File: config.mk
export PLATFORM = sky130hd
export DESIGN_NAME = serial_rx_port
export DESIGN_NICKNAME = d
export VERILOG_FILES = /design/src/rtl/serial_rx_port.sv
export SDC_FILE = /design/constraint.sdc
export NUM_CORES = 1
export LEC_CHECK = 0
export BUFFER_PORTS_ARGS = -buffer_cell sky130_fd_sc_hd__buf_2
export CORE_MARGIN = 2
export CORE_UTILIZATION = 62
export DETAILED_ROUTE_END_ITERATION = 16
export PLACE_DENSITY = 0.76
export SYNTH_ARGS = -nofsm -noshare
export SYNTH_HDL_FRONTEND = slang
export SYNTH_SLANG_ARGS = --single-unit
File: constraint.sdc
create_clock -name clock -period 3.2 [get_ports clock]
set_input_delay 0.32 -clock clock [delete_from_list [all_inputs] [get_ports clock]]
set_output_delay 0.32 -clock clock [all_outputs]
set_load 0.02 [all_outputs]
File: src/rtl/serial_rx_port.sv
// 8N1 UART receiver with a show-ahead byte FIFO feeding the processor serial input channel.
// Bytes that arrive while the FIFO is full and not being popped are dropped and flagged sticky.
module serial_rx_port #(
  parameter int unsigned CLKS_PER_BIT = 434,
  parameter int unsigned ADDR_W       = 4
) (
  input  logic              clock,
  input  logic              reset,
  input  logic              rx,
  output logic [7:0]        data_out,
  output logic              valid_out,
  input  logic              rden_in,
  output logic [ADDR_W:0]   count_out,
  output logic              overrun_out,
  output logic              frame_err_out
);

  localparam int unsigned CntW  = $clog2(CLKS_PER_BIT);
  localparam int unsigned Depth = 2 ** ADDR_W;

  localparam logic [CntW-1:0]  LastCnt  = CntW'(CLKS_PER_BIT - 1);
  localparam logic [CntW-1:0]  HalfCnt  = CntW'(CLKS_PER_BIT / 2 - 1);
  localparam logic [ADDR_W:0]  FullCnt  = (ADDR_W + 1)'(Depth);

  typedef enum logic [1:0] {StIdle, StStart, StData, StStop} state_e;

  // Line synchronizer; both flops preset to the idle level.
  logic rx_meta_q, rx_s_q;

  always_ff @(posedge clock) begin
    if (reset) begin
      rx_meta_q <= 1'b1;
      rx_s_q    <= 1'b1;
    end else begin
      rx_meta_q <= rx;
      rx_s_q    <= rx_meta_q;
    end
  end

  state_e          state_q, state_d;
  logic [CntW-1:0] cnt_q, cnt_d;
  logic [2:0]      idx_q, idx_d;
  logic [7:0]      shift_q, shift_d;
  logic            frame_err_q, frame_err_d;
  logic            push;

  always_ff @(posedge clock) begin
    if (reset) begin
      state_q     <= StIdle;
      cnt_q       <= '0;
      idx_q       <= '0;
      shift_q     <= '0;
      frame_err_q <= 1'b0;
    end else begin
      state_q     <= state_d;
      cnt_q       <= cnt_d;
      idx_q       <= idx_d;
      shift_q     <= shift_d;
      frame_err_q <= frame_err_d;
    end
  end

  always_comb begin
    state_d     = state_q;
    cnt_d       = cnt_q;
    idx_d       = idx_q;
    shift_d     = shift_q;
    frame_err_d = 1'b0;
    push        = 1'b0;
    unique case (state_q)
      StIdle: begin
        if (!rx_s_q) begin
          state_d = StStart;
          cnt_d   = '0;
        end
      end
      StStart: begin
        if (cnt_q == HalfCnt) begin
          // A start bit that is high again at mid-bit was a glitch.
          cnt_d   = '0;
          idx_d   = '0;
          state_d = rx_s_q ? StIdle : StData;
        end else begin
          cnt_d = cnt_q + 1'b1;
        end
      end
      StData: begin
        if (cnt_q == LastCnt) begin
          shift_d[idx_q] = rx_s_q;
          cnt_d          = '0;
          if (idx_q == 3'd7) begin
            state_d = StStop;
          end else begin
            idx_d = idx_q + 1'b1;
          end
        end else begin
          cnt_d = cnt_q + 1'b1;
        end
      end
      StStop: begin
        if (cnt_q == LastCnt) begin
          cnt_d       = '0;
          state_d     = StIdle;
          push        = rx_s_q;
          frame_err_d = !rx_s_q;
        end else begin
          cnt_d = cnt_q + 1'b1;
        end
      end
      default: state_d = StIdle;
    endcase
  end

  logic [7:0]        mem_q [Depth];
  logic [ADDR_W-1:0] wr_ptr_q, wr_ptr_d;
  logic [ADDR_W-1:0] rd_ptr_q, rd_ptr_d;
  logic [ADDR_W:0]   count_q, count_d;
  logic              overrun_q, overrun_d;
  logic              pop, full, push_ok;

  assign pop     = rden_in && (count_q != '0);
  assign full    = (count_q == FullCnt);
  // A simultaneous pop frees the slot, so a push into a full FIFO is still taken.
  assign push_ok = push && (!full || pop);

  always_comb begin
    wr_ptr_d  = push_ok ? wr_ptr_q + 1'b1 : wr_ptr_q;
    rd_ptr_d  = pop ? rd_ptr_q + 1'b1 : rd_ptr_q;
    overrun_d = overrun_q | (push && full && !pop);
    count_d   = count_q;
    unique case ({push_ok, pop})
      2'b10:   count_d = count_q + 1'b1;
      2'b01:   count_d = count_q - 1'b1;
      default: count_d = count_q;
    endcase
  end

  always_ff @(posedge clock) begin
    if (reset) begin
      wr_ptr_q  <= '0;
      rd_ptr_q  <= '0;
      count_q   <= '0;
      overrun_q <= 1'b0;
    end else begin
      wr_ptr_q  <= wr_ptr_d;
      rd_ptr_q  <= rd_ptr_d;
      count_q   <= count_d;
      overrun_q <= overrun_d;
    end
  end

  always_ff @(posedge clock) begin
    if (!reset && push_ok) begin
      mem_q[wr_ptr_q] <= shift_q;
    end
  end

  assign valid_out     = (count_q != '0);
  assign data_out      = valid_out ? mem_q[rd_ptr_q] : 8'h00;
  assign count_out     = count_q;
  assign overrun_out   = overrun_q;
  assign frame_err_out = frame_err_q;

endmodule

# Yosys cells after proc, flatten, opt, wreduce, memory -nomap -nowiden
# Memories as Yosys holds them, arrays and structs flattened. A register that Yosys moved wholly into a read port is not among the register bits.
# Cells that the tools add are included.
# word_totals
romBits,0
n_memories,1
input_bits,4
ramBits,128
output_inout_bits,16
regBits,39
elab_cells,84
latchBits,0
# memory_table
name,depth,word_bits,read_ports,rd_ports_with_merged_regs,write_ports,line_no,text
mem_q,16,8,1,1,1,114,logic [7:0] mem_q [Depth];
# op_classes
n_reduce_logical,20
div,0
eq_ne,15
n_lt_le_gt_ge,2
add_sub_neg,6
bitwise,3
shift,0
mul,0
muxes,26
# ops
operator,n
9-bit two-way mux,3
9-bit one-hot mux with 3 select lines,1
2-bit two-way mux,6
2-bit inequality test (second input constant),6
5-bit one-hot mux with 2 select lines,1
9-bit by 1-bit adder with 9-bit output (second input constant),1
9-bit by 8-bit == test with 1-bit output (second input constant),1
9-bit == test (second input constant),1
3-bit two-way mux,3
4-bit by 1-bit adder with 4-bit output (second input constant),2
8-bit bitwise mux,1
4-bit two-way mux,2
8-bit two-way mux,1
2-bit one-hot mux with 4 select lines,1
2-bit == test (second input constant),3
1-bit logical AND,6
3-bit one-hot mux with 2 select lines,1
5-bit by 1-bit adder with 5-bit output (second input constant),1
5-bit == test (second input constant),1
1-bit two-way mux,5
5-bit AND reduction,1
5-bit nonzero test,1
5-bit by 1-bit subtractor with 5-bit output (second input constant),1
2-bit by 1-bit == test with 1-bit output (second input constant),2
other kinds (15),20

# Logic depth before layout (Yosys ltp)
# Gate-level depths: netlist (run 1).
# depth
ltp_word,7
depth_mapped,12
ltp_nobuf,12

# Worst setup path before layout (run 1)
# Ideal clock, no wire load.
# synth_path
kind,register to register
from,"register count_q[0], in the netlist count_out[0]"
to,"register count_q[4], in the netlist count_out[4]"
required_time_ns,3.079
period_less_slack_ns,2.717
path_buffers,0
setup_time_ns,0.121
arrival_time_ns,2.597
slack_ns,0.483
path_stages_with_launch,10
cell_sequence,dfxtp_1 or4_4 o21ai_2 nor2_1 ha_1 nor2b_1 o21ai_0 nor4b_1 a31oi_1 mux2_2
# synth_via
elab_chain_len,6
word_cells_on_any_way,12
classes_between,2 x add/sub; 3 x eq/ne; 1 x mux; 6 x reduce/logical
# synth_lines
element,line_no,text
start: declaration,117,"logic [ADDR_W:0] count_q, count_d;"
start signal: assignment,147,count_q <= count_d;
5-bit == test or 5-bit nonzero test (tied branches),"122, 121",
1-bit logical NOT or 1-bit logical AND (tied branches),"124, 121",
1-bit logical OR,124,assign push_ok = push && (!full || pop);
1-bit logical AND,124,
2-bit by 1-bit == test with 1-bit output or 2-bit == test (tied branches),131,"unique case ({push_ok, pop})"
5-bit one-hot mux with 2 select lines or 2-bit nonzero test (tied branches),--,
# Parallel ways exist; a longest one is shown, timed or not.
# A chain may end at the register's enable or synchronous reset.

==> flow_summary.ini, run 1 <==
[status]
run_status = completed

[global_route]
grt_overflow_total = 0
grt_pass1_vias = 4097
grt.total_usage_pct = 24.5
grt_start_max_net_pins = 44
grt_pass1_wl_um = 22500
antenna_found_initial = 1

[floorplanning]
dieArea_um2 = 12400
ports_placed_on_the_boundary = 20
die-width_um = 112
die_h_um = 112
core_um2 = 11400
start_util_pct = 63.1
fp-row-count = 39

[drt]
via_per_inst = 6.09
routed_wirelength_um = 14200
drtAntennaViolNets = 0
drtPass1Iterations = 5
routed-via-count = 3955
drc = 0
post_drt_wl_per_cell_um = 21.9
detailedRoute.firstIterationViolations = 421

[timing]
tns_ns = 0
report.final.slew_viol_count = 0
layout_worst_path_cycle_share_pct = 86.5
finalWorstPathRequiredPeriod_ns = 2.77
number_of_failing_setup_endpoints_in_the_final_timing_report = 0
rsz0062_at_grt = no
max_freq_mhz = 361
finalHoldViolCount = 0
finalClockSkew_ns = 0.00925
timing.slew.headroom_pct = 43.7
worstMarginPinSlew_ns = 0.842

[worst_setup_path]
crit_path_cell_trace = buf_12, mux4_2, mux4_2, nor2b_1, buf_2
worst_ep_arrival_time_ns = 2.45
cp.buffers_inverters = 2
worst_r2r_endpoint = count_out[4]
crit_fanout = 32
reg2reg_setup_slack_ns = 0.60
family_with_the_most_delay_on_the_worst_path = multiplexers
timing.rr.start = cnt_q[1]
path_depth = 5
worst_r2r_path_depth = 12
critical_path_required_ns = 2.88
worst_path_most_repeated_cell = mux4_2
timing.critical_path.to_type = output port
cp-start-kind = flop
worst_setup_path_endpoint = data_out[3]
critical_path.max_stage_delay_ns = 0.60
critical_path_class = flop to output port
critical-path-slowest-cell = mux4_2

[clock_tree]
cts_setup_buffers = 0
htreeDepth = 4
tritoncts_num_sinks = 171
clock_tree_from_tritoncts = yes
clock-root-buffer = clkbuf_16
cts-hold-fix-buffers = 0
tritoncts.num_buffers = 17
clock_tree.buffer_depth = 2
cts_resized = 0
cts.reportedPaths.clkPinSlew_ns = 0.06
insertion_delay_of_the_later_clocked_pin_in_the_worst_skew_pair_ns = 0.42

[placement]
gpl_congestion = 0.819
numPortBuffers = 19
place.detailed.instances = 616
dp_hpwl_um = 8760

[logic_synthesis]
synth-async-reset-ratio_pct = 0
yosys.cell_types.count = 53
yosysWarnings = 0
ys_seq_area_share_pct = 65.6
synth_enable_flop_cells = 128
synth_nets = 472
netlist_area_um2 = 7170
synth.avg_cell_area_um2 = 15.8
synth_top_area_share_pct = 53.6
synthesized_instance_count = 454
synth_seq_cells = 171
synth_flop_cell = edfxtp_1
post-synth-top-area-cell = edfxtp_1
synth_top_cells_by_area = edfxtp_1 54%, mux4_2 13%, dfxtp_1 12%

[cells_and_area]
seq_area_um2 = 4710
multiInputGateArea_um2 = 2330
finish.net_count = 510
mostFrequentLayoutCells = 128 x edfxtp_1, 42 x nor2_1, 42 x dfxtp_1
syn2layout_area_growth_pct = 13.6
layout.cells.most_common = edfxtp_1
post_layout_nonfiller_instances = 649
fillers = 728
drive_gt1_share_pct = 25.0

[pwr]
power.ir.vdd_worst_mv = 0.609
p_leak_nw = 2.75
pwr_density_cell_nw_per_um2 = 694
post-layout-total-power_w = 0.00565

[hold_path]
worst_hold_path_type = input pin to flop

[job]
cap_viol_max_count = 0
==> worst reg2reg max path: stages, from the launching register on <==
cell and delay, ns:
dfxtp_1 0.39, inv_1 0.08, ha_1 0.22, nand4bb_4 0.13, nor4_4 0.06, nor2_1 0.23
inv_1 0.10, fa_1 0.42, nor2b_1 0.12, o21ai_0 0.10, nor4b_1 0.15, a31oi_1 0.15
mux2_2 0.34
==> power by group <==
part	total, W	leakage, nW	internal, W	switching (W)
clock	0.00208	0.306	0.00125	0.000823
sequential	0.00244	1.53	0.00239	0.0000475
combinational	0.00113	0.910	0.000517	0.000614
==> registers in the layout, indices dropped and copies added, names as in the netlist, named ones only <==
signal         cells
idx_q              3
mem_q            128
shift_q            8
state_q            1
wr_ptr_q           4
frame_err_out      1
count_out          5
rx_meta_q          1
cnt_q              9
rx_s_q             1
overrun_out        1
rd_ptr_q           4
==> final cells by class <==
class | instances | share of cell area, %
Antenna cell | 1 | 0.0307
Clock buffer | 24 | 6.57
Clock inverter | 8 | 0.952
Inverter | 10 | 0.461
Multi-Input combinational cell | 251 | 28.7
Sequential cell | 171 | 57.8
Tap cell | 143 | 2.20
Timing Repair Buffer | 41 | 3.35
==> worst min path at each step <==
stage                           end  cells after the start  startpoint
after floorplan              rx_s_q                      1   rx_meta_q
after global placement       rx_s_q                      1   rx_meta_q
after detailed placement     rx_s_q                      1   rx_meta_q
after CTS                 rx_meta_q                      2          rx
after global routing      rx_meta_q                      2          rx
final                     rx_meta_q                      2          rx
==> per-layer routing <==
| metal | part of all wire (%) | track usage [%] | wire [um] | vias to the layer above |
|---|---|---|---|---|
| li1 | - | - | - | 1838 |
| met1 | 40 | 30.7 | 5620 | 1950 |
| met2 | 51 | 40.6 | 7250 | 139 |
| met3 | 7.0 | 6.70 | 993 | 28 |
| met4 | 2.4 | 10.6 | 345 | 0 |
| met5 | 0 | 0 | 0 | - |
==> synthesized netlist by cell type (3+ instances only) <==
master / instances
nor3_1: 9
nand2_1: 16
nor4_1: 3
a21oi_1: 13
nor2b_1: 12
ha_1: 13
buf_4: 3
inv_1: 10
dfxtp_1: 43
buf_1: 4
clkbuf_1: 13
nand3_1: 14
edfxtp_1: 128
a31oi_1: 6
mux4_2: 40
nand3b_1: 7
mux2i_1: 11
or3_1: 6
nand2b_1: 8
nor3b_1: 3
o21ai_0: 3
nor2_1: 42
xnor2_1: 8
==> cells by family (layout without fill, tap and decap cells) <==
family	Yosys count	in the layout	synth area share [%]
and+or+nand+nor	142	142	11.4
AOI/OAI and AO/OA	32	32	2.81
adders and majority gates	14	14	2.55
muxes	54	54	14.7
buffers and inverters	32	83	1.87
xor gates and xnor gates	9	9	1.10
other	0	1	0
DFF	171	171	65.6
==> metrics by stage <==
| stage | area [um^2] | hold WS, ns | util, % | setup slack (ns) |
|---|---|---|---|---|
| floorplan | 7170 | 0.389 | - | 0.483 |
| global placement | 7530 | 0.396 | 66.2 | 0.643 |
| detailed placement | 7530 | 0.394 | 66.2 | 0.592 |
| CTS | 8140 | 0.0758 | 71.6 | 0.394 |
| global route | 8140 | 0.0887 | 71.6 | 0.345 |
| finish | 8150 | 0.0878 | 71.6 | 0.432 |
(Power assumes the default switching activity.)
==> run 2, diff against run 1 <==
CORE_ASPECT_RATIO = 0.75   (was unset)
==> run 2 against run 1 <==
Against the previous run:
- routed wire length up 6.3%
- setup slack got worse by 0.050 ns
- total power shrank 0.95%
- die area about the same
- non-clock buffer count is 1 higher
- sequential power is essentially flat
- count of clock-buffer cells in the layout shrank 7
- cell count down 0.46%
- clock power down 6%
- combinational power up 5%
- core utilization rose by 1.3 points
- highest routed layer unchanged
==> flow_summary.ini, run 2 (same netlist as run 1, synthesis figures left out) <==
[clock_tree]
clock-root-buffer = clkbuf_16
htreeDepth = 4
tritoncts.num_buffers = 17
cts.reportedPaths.clkPinSlew_ns = 0.06
insertion_delay_of_the_later_clocked_pin_in_the_worst_skew_pair_ns = 0.43
cts_setup_buffers = 0
clock_tree.buffer_depth = 2
clock_tree_from_tritoncts = yes
cts-hold-fix-buffers = 0
tritoncts_num_sinks = 171
cts_resized = 0

[timing]
finalHoldViolCount = 0
timing.slew.headroom_pct = 47.7
report.final.slew_viol_count = 0
number_of_failing_setup_endpoints_in_the_final_timing_report = 0
tns_ns = 0
finalWorstPathRequiredPeriod_ns = 2.82
max_freq_mhz = 355
rsz0062_at_grt = no
layout_worst_path_cycle_share_pct = 88.1
worstMarginPinSlew_ns = 0.777
finalClockSkew_ns = 0.0117

[cells_and_area]
syn2layout_area_growth_pct = 12.9
largest_register_ffs = 128
top_regs = mem_q (128), cnt_q (9), shift_q (8)
insertedDiodeCount = 0
final_core_utilization_pct = 72.9
drive_gt1_share_pct = 25.3
largest-register = mem_q
layout.cells.most_common = edfxtp_1
finish.net_count = 511
mostFrequentLayoutCells = 128 x edfxtp_1, 42 x nor2_1, 42 x dfxtp_1

[floorplanning]
start_util_pct = 64.6
die-width_um = 128
core_um2 = 11100
dieArea_um2 = 12500
fp-row-count = 33
die_h_um = 97.2
ports_placed_on_the_boundary = 20

[global_route]
grt_overflow_total = 0
grt.total_usage_pct = 26.7
grt_pass1_wl_um = 23900
grt_start_max_net_pins = 44
antenna_found_initial = 0
grt_pass1_vias = 3989

[worst_setup_path]
critical_path_required_ns = 2.88
worst_ep_arrival_time_ns = 2.50
worst_path_most_repeated_cell = mux4_2
cp-start-kind = flop
critical_path_class = flop to output port
critical-path-slowest-cell = mux4_2
crit_fanout = 32
timing.critical_path.to_type = output port
crit_path_cell_trace = buf_12, mux4_2, mux4_2, nor2b_1, buf_2
critical_path.max_stage_delay_ns = 0.59

[drt]
drc = 0
drtPass1Iterations = 5
routed_wirelength_um = 15100
top_layer_used = met4
via_per_inst = 6.29
met1_wire_length_um = 6530
routed-via-count = 4065
met2_wirelength_um = 7220
drtAntennaViolNets = 0
routed_wire_length_on_met3_um = 1200
detailedRoute.firstIterationViolations = 448
post_drt_wl_per_cell_um = 23.4

[pwr]
post-layout-total-power_w = 0.00560
pwr_density_cell_nw_per_um2 = 691
power.ir.vdd_worst_mv = 0.681
p_leak_nw = 2.72

[job]
cap_viol_max_count = 0

[hold_path]
worst_hold_path_type = input pin to flop

[placement]
dp_hpwl_um = 9460
numPortBuffers = 19
gpl_congestion = 0.843

[status]
run_status = completed
run 2: where the power goes:
part           switching [W]  internal, W  total [W]
clock               0.000878      0.00108    0.00196
combinational       0.000659     0.000535    0.00119
sequential         0.0000475      0.00239    0.00244
run 2: per-layer routing:
layer  vias to the layer above  global-route usage, %
li1                       1833                      -
met1                      2063                   39.5
met2                       153                   40.1
met3                        16                   6.83
met4                         0                   6.85
met5                         -                      0
run 2: final cells by class:
cell class / count / area [um^2]
flip-flops and latches: 171 / 4710
inverters: 10 / 37.5
fillers: 655 / 3010
repair buffers: 42 / 280
well taps: 140 / 175
multi-input cells: 251 / 2330
clock buffers: 17 / 425
clock inverters: 15 / 140
run 2: worst max-delay path, delay by kind of cell, from the launching register on:
family | cells | cell delay (ns)
DFF | 1 | 0.34
and+or+nand+nor | 1 | 0.17
buffers and inverters | 2 | 0.41
muxes | 2 | 1.11
run 2: metrics by stage:
step | hold slack (ns) | area [um^2] | instances | setup slack [ns]
3_3_place_gp | 0.413 | 7530 | 614 | 0.606
4_1_cts | 0.0612 | 8100 | 646 | 0.364
6_report | 0.0767 | 8100 | 646 | 0.382
5_1_grt | 0.0880 | 8100 | 646 | 0.228
3_5_place_dp | 0.418 | 7530 | 614 | 0.533
2_1_floorplan | 0.389 | 7170 | 454 | 0.483
run 2: final timing paths:
check,start,to,slack [ns],cells past startpoint
max,flop,data_out[7],0.38,5
min,rx,rx_meta_q,0.08,2
max reg2reg,cnt_q[1],count_out[4],0.47,11
min reg2reg,rx_meta_q,rx_s_q,0.43,1
==> run 3, diff against run 2 <==
CORE_UTILIZATION = 65   (was 62)
CTS_CLUSTER_DIAMETER = 150   (was unset)
PLACE_DENSITY = 0.8   (was 0.76)
clock period = 3.5 ns   (was 3.2 ns; I/O delays follow)
==> run 3 against run 2 <==
Against the previous run:
- critical path depth stayed put
- clock power is 8% higher
- cell count is 0.46% lower
- sequential power is 8.6% lower
- largest cell class unchanged
- highest routed layer unchanged
==> flow_summary.ini, run 3 (same netlist as run 1, synthesis figures left out) <==
[placement]
placed_area_um2 = 7510
gpl_congestion = 0.901
numPortBuffers = 19
dp_hpwl_um = 9060

[clock_tree]
cts.reportedPaths.clkPinSlew_ns = 0.06
clock_tree_from_tritoncts = yes
cts_resized = 0
insertion_delay_of_the_later_clocked_pin_in_the_worst_skew_pair_ns = 0.43
clock-root-buffer = clkbuf_16
cts_setup_buffers = 0
tritoncts_num_sinks = 171
tritoncts.num_buffers = 17
htreeDepth = 4
cts-hold-fix-buffers = 0
clock_tree.buffer_depth = 2

[timing]
report.final.slew_viol_count = 0
finalClockSkew_ns = 0.00855
layout_worst_path_cycle_share_pct = 82.1
finalHoldViolCount = 0
rsz0062_at_grt = no
finalWorstPathRequiredPeriod_ns = 2.87
worstMarginPinSlew_ns = 0.945
number_of_failing_setup_endpoints_in_the_final_timing_report = 0
timing.slew.headroom_pct = 36.8
max_freq_mhz = 348
tns_ns = 0

[worst_setup_path]
cp-start-kind = flop
timing.critical_path.to_type = output port
crit_fanout = 32
worst_r2r_path_depth = 9
critical_path_class = flop to output port
critical_path_required_ns = 3.15
worst_ep_arrival_time_ns = 2.52

[drt]
drtPass1Iterations = 6
detailedRoute.firstIterationViolations = 595
drtAntennaViolNets = 0
routed_wirelength_um = 15600
routed-via-count = 4116
via_per_inst = 6.40
post_drt_wl_per_cell_um = 24.3
drc = 0

[floorplanning]
die_h_um = 95.0
fp-row-count = 33
ports_placed_on_the_boundary = 20
start_util_pct = 66.1
dieArea_um2 = 11900
die-width_um = 125
core_um2 = 10900

[cells_and_area]
mostFrequentLayoutCells = 128 x edfxtp_1, 42 x nor2_1, 42 x dfxtp_1
largest-register = mem_q
layout.cells.most_common = edfxtp_1
insertedDiodeCount = 0
syn2layout_area_growth_pct = 14.0
post-route-cell-area_um2 = 8180
drive_gt1_share_pct = 25.0
largest_register_ffs = 128
final_core_utilization_pct = 75.3
finish.net_count = 508
top_regs = mem_q (128), cnt_q (9), shift_q (8)

[global_route]
grt_start_max_net_pins = 44
grt_pass1_vias = 4099
grt_overflow_total = 0
grt_pass1_wl_um = 23900
grt.total_usage_pct = 28.3
antenna_found_initial = 0

[job]
cap_viol_max_count = 0

[hold_path]
timing.hold.worst_path_depth = 2
worst_hold_path_type = input pin to flop

[status]
run_status = completed

[pwr]
power.ir.vdd_worst_mv = 0.640
p_leak_nw = 2.75
pwr_density_cell_nw_per_um2 = 662
## run 3: changes by cell type in the layout (fill, tap and decap cells not counted), sizes merged
cell / before / now
buf: 42 / 39
bufinv: 1 / 6
clkinv: 5 / 2
inv: 16 / 14
## run 3: cell type report
class	count	area, um^2
inverter	10	37.5
sequential	171	4710
clock buffer	17	425
clock inverter	15	243
multi-input combinational	251	2330
timing repair buffer	39	258
tap	140	175
fill	592	2680
## run 3: power breakdown
group	internal (W)	switching (W)	total (W)
registers	0.00219	0.0000418	0.00223
logic	0.000463	0.000599	0.00106
clock network	0.00134	0.000782	0.00212
## run 3: metal layers
layer  GRT usage (%)  part of all wire, %  wire length (um)
met5               0                    0                 0
met4            10.6                  2.2               343
met3            8.27                  8.8              1380
met2            44.4                   49              7640
met1            38.6                   40              6290
## run 3: final timing paths
path                            startpoint            to  slack, ns
worst max register to register      rx_s_q  count_out[4]       0.63
worst min register to register   rx_meta_q        rx_s_q       0.41
worst min-delay path                    rx     rx_meta_q       0.11
worst max-delay path                  flop   data_out[1]       0.63
## run 3: per-stage QoR
step / worst slack (ns) / hold WS [ns] / total power (W) / std cells
after floorplan: 0.783 / 0.389 / 0.00304 / 454
after global placement: 0.711 / 0.406 / 0.00330 / 611
final: 0.625 / 0.110 / 0.00542 / 643
after detailed placement: 0.640 / 0.405 / 0.00333 / 611
after global routing: 0.438 / 0.106 / 0.00559 / 643
after CTS: 0.603 / 0.0931 / 0.00545 / 643
## run 3: critical path, stage by stage (launching register included)
cell	delay, ns
dfxtp_2	0.34
buf_12	0.26
mux4_2	0.59
mux4_2	0.49
nor2b_1	0.17
buf_2	0.22
